[src/rtl/fifo_pkg.sv]
// Shared definitions for the FIFO reader-side controller: FSM state encoding
// and counter widths.
package fifo_pkg;

  localparam int unsigned PHASE_W = 4;
  localparam int unsigned STATS_W = 16;

  typedef enum logic [1:0] {
    ST_IDLE   = 2'd0,
    ST_STROBE = 2'd1,
    ST_SETTLE = 2'd2
  } rd_state_e;

  typedef logic [PHASE_W-1:0] phase_t;

  // Phase counter load value for a phase lasting len cycles.
  function automatic phase_t phase_load(input int unsigned len);
    return phase_t'(len - 1);
  endfunction

endpackage

[src/rtl/fifo_out_reg.sv]
// One-word valid/ready output register. A load in the same cycle as a
// transfer replaces the word and keeps valid asserted.
module fifo_out_reg #(
  parameter int unsigned WIDTH = 8
) (
  input  logic             clk,
  input  logic             rst,
  input  logic             i_load,
  input  logic [WIDTH-1:0] i_data,
  input  logic             i_ready,
  output logic [WIDTH-1:0] o_data,
  output logic             o_valid,
  output logic             o_free
);

  logic [WIDTH-1:0] r_data;
  logic             r_valid;

  always_ff @(posedge clk) begin
    if (rst) begin
      r_data  <= '0;
      r_valid <= 1'b0;
    end else if (i_load) begin
      r_data  <= i_data;
      r_valid <= 1'b1;
    end else if (r_valid && i_ready) begin
      r_valid <= 1'b0;
    end
  end

  assign o_data  = r_data;
  assign o_valid = r_valid;
  // Slot is free when empty or being drained this cycle.
  assign o_free  = !r_valid || i_ready;

endmodule

[src/rtl/fifo_read_ctrl.sv]
// Reader-side FIFO controller: captures the head word and pops it with a
// registered trig_read strobe. Define FIFO_READ_STATS_EN to add rd_count.
module fifo_read_ctrl
  import fifo_pkg::*;
#(
  parameter int unsigned WIDTH      = 8,
  parameter int unsigned PULSE_LEN  = 1,
  parameter int unsigned SETTLE_LEN = 2
) (
  input  logic               clk,
  input  logic               rst,
  input  logic               fifo_empty,
  input  logic [WIDTH-1:0]   fifo_data,
  output logic               trig_read,
  output logic [WIDTH-1:0]   m_data,
  output logic               m_valid,
  input  logic               m_ready,
  output logic               busy
`ifdef FIFO_READ_STATS_EN
  ,
  output logic [STATS_W-1:0] rd_count
`endif
);

  rd_state_e r_state, w_state_nxt;
  phase_t    r_cnt, w_cnt_nxt;
  logic      r_trig, w_trig_nxt;
  logic      w_pop;
  logic      w_slot_free;

  always_ff @(posedge clk) begin
    if (rst) begin
      r_state <= ST_IDLE;
      r_cnt   <= '0;
      r_trig  <= 1'b0;
    end else begin
      r_state <= w_state_nxt;
      r_cnt   <= w_cnt_nxt;
      r_trig  <= w_trig_nxt;
    end
  end

  // trig_read is registered: w_trig_nxt is its value for the next state.
  always_comb begin
    w_state_nxt = r_state;
    w_cnt_nxt   = r_cnt;
    w_trig_nxt  = 1'b0;
    w_pop       = 1'b0;
    case (r_state)
      ST_IDLE: begin
        if (!fifo_empty && w_slot_free) begin
          w_pop       = 1'b1;
          w_trig_nxt  = 1'b1;
          w_cnt_nxt   = phase_load(PULSE_LEN);
          w_state_nxt = ST_STROBE;
        end
      end
      ST_STROBE: begin
        if (r_cnt == '0) begin
          w_cnt_nxt   = phase_load(SETTLE_LEN);
          w_state_nxt = ST_SETTLE;
        end else begin
          w_trig_nxt = 1'b1;
          w_cnt_nxt  = r_cnt - 1'b1;
        end
      end
      ST_SETTLE: begin
        if (r_cnt == '0) begin
          w_state_nxt = ST_IDLE;
        end else begin
          w_cnt_nxt = r_cnt - 1'b1;
        end
      end
      default: begin
        w_state_nxt = ST_IDLE;
        w_cnt_nxt   = '0;
      end
    endcase
  end

  fifo_out_reg #(
    .WIDTH(WIDTH)
  ) u_out_reg (
    .clk    (clk),
    .rst    (rst),
    .i_load (w_pop),
    .i_data (fifo_data),
    .i_ready(m_ready),
    .o_data (m_data),
    .o_valid(m_valid),
    .o_free (w_slot_free)
  );

  assign trig_read = r_trig;
  assign busy      = (r_state != ST_IDLE);

`ifdef FIFO_READ_STATS_EN
  logic               w_xfer;
  logic [STATS_W-1:0] r_rd_count;

  assign w_xfer = m_valid && m_ready;

  always_ff @(posedge clk) begin
    if (rst) begin
      r_rd_count <= '0;
    end else if (w_xfer && (r_rd_count != '1)) begin
      r_rd_count <= r_rd_count + 1'b1;
    end
  end

  assign rd_count = r_rd_count;
`endif

endmodule
[config.mk]
export PLATFORM = sky130hd
export DESIGN_NAME = fifo_read_ctrl
export DESIGN_NICKNAME = d
export VERILOG_FILES = /design/src/rtl/fifo_pkg.sv /design/src/rtl/fifo_out_reg.sv /design/src/rtl/fifo_read_ctrl.sv
export SDC_FILE = /design/constraint.sdc
export NUM_CORES = 1
export LEC_CHECK = 0
export BUFFER_PORTS_ARGS = -buffer_cell sky130_fd_sc_hd__buf_4
export CORE_MARGIN = 5
export CORE_UTILIZATION = 48
export DETAILED_ROUTE_END_ITERATION = 10
export PLACE_DENSITY = 0.8
export RECOVER_POWER = 25
export SYNTH_ARGS = -nofsm -noshare
export SYNTH_HDL_FRONTEND = slang
export SYNTH_SLANG_ARGS = --single-unit
[constraint.sdc]
create_clock -name clk -period 1.96 [get_ports clk]
set_clock_uncertainty 0.05 [all_clocks]
set_input_delay 0.392 -clock clk [delete_from_list [all_inputs] [get_ports clk]]
set_output_delay 0.392 -clock clk [all_outputs]
set_load 0.02 [all_outputs]
* Word-level counts from Yosys, hierarchy flattened
Cells that the tools add are included.
** Storage, ports and cells
- Output and inout port bits :: 11
- Input bits :: 12
- Register bits :: 16
- Word-level logic and storage cells :: 37
** Cells by class
- Reductions and logical operators :: 11
- Equal/unequal tests :: 6
- Add/sub/neg operators :: 1
- Muxes and demuxes :: 14
** Operators by type and width (count)
- 2-to-1 mux 4 bit :: 3
- one-hot mux 4 bit (3 select lines) :: 1
- inequality test 2 bit (second input constant) :: 4
- 2-to-1 mux 2 bit :: 3
- one-hot mux 2 bit (3 select lines) :: 1
- 2-to-1 mux 1 bit :: 5
- zero test 4 bit :: 1
- nonzero test 2 bit :: 2
- subtractor 4 x 1 -> 4 bit (second input constant) :: 1
- AND reduction 3 bit :: 1
- == test 2 x 1 -> 1 bit (second input constant) :: 1
- == test 2 bit (second input constant) :: 1
- logical AND 1 bit :: 2
- zero test 1 bit :: 2
- zero test 2 bit :: 1
- one-hot mux 1 bit (2 select lines) :: 1
- AND reduction 2 bit :: 1
- logical OR 1 bit :: 1

* Longest topological paths before layout
- Depth after elaboration :: 6
- Depth in mapped cells :: 7

* By module
A second synthesis with hierarchy kept.
** Unflattened totals
- Cell total of the unflattened synthesis :: 81
- Area total of the unflattened synthesis :: 782.0 um2
** By module, submodules not included
- fifo_read_ctrl :: area an instance 460.4 um2, cells an instance 51, sequential area each 140.1 um2, instances 1
- fifo_out_reg :: area an instance 321.6 um2, cells an instance 30, sequential area each 180.2 um2, instances 1

* Worst setup path after synthesis
Ideal clock, no wire load.
- Kind :: register to register
- Start :: register r_cnt[0]
- End :: register r_cnt[0]
- Period minus slack after synthesis :: 1.633 ns
- Slack :: 0.327 ns
- Path buffers :: 0
- Arrival :: 1.513 ns
- Setup time :: 0.070 ns
- Stages on the path, launching flop included :: 7
- Cell sequence :: dfxtp_1 inv_1 ha_1 nor3b_2 and2_4 or4_1 a21oi_1
** On the way
- Longest elaborated chain between the ends :: 3
- Elaborated cells between the ends (all ways) :: 7
- Those cells by class :: add/sub: 1; eq/ne: 1; mux: 3; reduce/logical: 2
** Ends and longest elaborated chain
- start, declared :: line fifo_read_ctrl.sv:26 : phase_t r_cnt, w_cnt_nxt;
- start signal, assigned :: line fifo_read_ctrl.sv:38 : r_cnt <= w_cnt_nxt;
- subtractor 4 x 1 -> 4 bit / zero test 4 bit (equally long branches)
- 2-to-1 mux 4 bit (tied with other cells) :: line fifo_read_ctrl.sv:68 : if (r_cnt == '0) begin
- one-hot mux 4 bit (3 select lines) / AND reduction 2 bit (equally long branches)
Several ways; a longest one is shown, not always the timed one. The select of a mux whose other input is x is not followed.
A chain may end at the register's enable or synchronous reset.

* Worst setup path after layout
Ends and elaborated chain as after synthesis.

==> reports/results.ini <==
[cts]
htreeDepth=1
cts_buffer_depth=2
hold_buffers=0
clk_latency_ps=280
cts_root_buf=clkbuf_4
cts.repair.resized=0
cts_tree=built
numCtsBuffers=3
clk_pin_slew_ps=90
cts.sinks=16
cts_setup_buffers=0

[place]
dpl.hpwl_um=1230
gp_congestion=0.848
portBuffers=22

[timing]
hold_ws_ps=288
period_share_pct=88.8
min_period_ps=1740
setup_viol=0
maxSlewHeadroom_pct=64.1
hold_viol=0
slew_violations=0
fmax_mhz=575
worstMarginPinSlew_ps=533
rsz0062_at_grt=no
finalSetupTns_ps=0

[flow_run]
maxCapViolations=0

[routing]
drtIter0Drc=6
drc_errors=0
avgViaCountPerCell=5.34
firstDrtPassIters=6
antenna_left=0
routed_wl_um=1590
vias=668
wl_per_cell_um=12.7

[min_path]
hold_path_class=in -> reg

[logic_synthesis]
synthesis.instances=85
avgSynthCellArea_sq_um=8.98
syn_area_sq_um=763
ys_seq_elements=16
yosys.cell_types.count=22
syn_nets=103
synth_seq_area_share_pct=42.0
ys.warnings.count=0

[critical_path]
cp.required_ps=2130
worst_setup_path_end_kind=flip-flop
cp_max_fo=7
cp-start-kind=flip-flop
path_class=reg -> reg
arrival_ps=1910

[global_route]
grt_pass1_vias=693
overflow=0
track_usage_pct=14.0
antenna_found_initial=0
grt_max_degree=17
grt_pass1_wl_um=2750

[cells_and_area]
antenna_cells=0
syn2layout_area_growth_pct=25.4
layout.cells.most_common=buf_4
utilization_pct=63.5
final_cell_mix=buf_4, nor2_1, dfxtp_1
nNetsFinal=128
nFillCells=134
drive_above_1_share_pct=22.0

[floorplan]
rows=14
die_width_um=49.9
die-area_sq_um=2490
num_io_pins=23
start_util_pct=50.7
die_y_um=49.9
core_sq_um=1510

[power]
totalPowerFinal_mw=1.26
vdd_drop_max_mv=0.914
p_leak_nw=0.411
p_per_area_nw_per_um2=1310

[status]
status=finished, final reports clean

[sequential cells by signal (all words and copies together), names as in the netlist]
register	count
u_out_reg.o_data	8
r_state	2
trig_read	1
r_cnt	4
u_out_reg.o_valid	1
[worst paths after layout]
check | startpoint | endpoint | slack [ps] | cells after the start
min | fifo_data[5] | u_out_reg.o_data[5] | 290 | 3
min reg2reg | u_out_reg.o_data[5] | u_out_reg.o_data[5] | 450 | 2
max reg2reg | r_cnt[0] | r_cnt[0] | 220 | 6
max | r_cnt[0] | r_cnt[0] | 220 | 6
[per-layer routing]
layer	part of all wire, %	GRT usage (%)
met1	45	14.5
met2	48	23.1
met3	6.7	6.93
met4	0	6.99
met5	0	0
[Yosys cell counts]
cell      instances  area, sq um
o21ai_0           6         30.0
a21oi_1           8         40.0
nor3b_2           1         12.5
clkbuf_1          1         3.75
nor2_1           16         60.1
mux2i_1           8         80.1
nor2b_1           1         6.26
inv_1             5         18.8
buf_2             1         5.00
and2_4            1         8.76
or4_1             2         15.0
o21a_4            1         15.0
nor3_1            4         20.0
buf_1             1         3.75
nand2_1           1         3.75
nand4b_1          1         8.76
nand2b_1          1         6.26
dfxtp_1          16          320
nand3b_1          2         15.0
a211oi_1          1         7.51
ha_1              6         75.1
o31ai_1           1         7.51
[report_power, final]
part | switching [mW] | internal (mW) | total [mW]
clock network | 0.101 | 0.113 | 0.214
logic | 0.355 | 0.254 | 0.608
registers | 0.0401 | 0.395 | 0.435
[critical path: stages (launching register included)]
cell	delay [ps]
dfxtp_1	360
inv_1	80
ha_1	210
nor3b_2	190
and2_4	180
or4_1	490
a21oi_1	120
[kinds of logic (layout without fill, tap and decap cells)]
kind of cell	Yosys count	in the layout	share of synthesized area, %
simple gates	30	30	20.5
fa+ha+maj	6	6	9.84
buf+inv	8	32	4.10
compound gates	17	17	13.1
flops	16	16	42.0
mux	8	8	10.5
[cell type report]
cell class | count | area (sq um) | area share (%)
multi-input combinational | 61 | 412 | 43.0
tap | 16 | 20.0 | 2.09
sequential | 16 | 320 | 33.5
inverter | 5 | 18.8 | 1.96
timing repair buffer | 23 | 150 | 15.7
clock buffer | 4 | 36.3 | 3.79
[stage by stage]
step                cells  cell area (sq um)  setup WS [ps]
CTS                   125                980            207
detailed placement    121                943            227
finish                125                957            220
floorplan              85                763            327
global placement      121                943            286
global route          125                957           34.2
(Power assumes the default switching activity.)
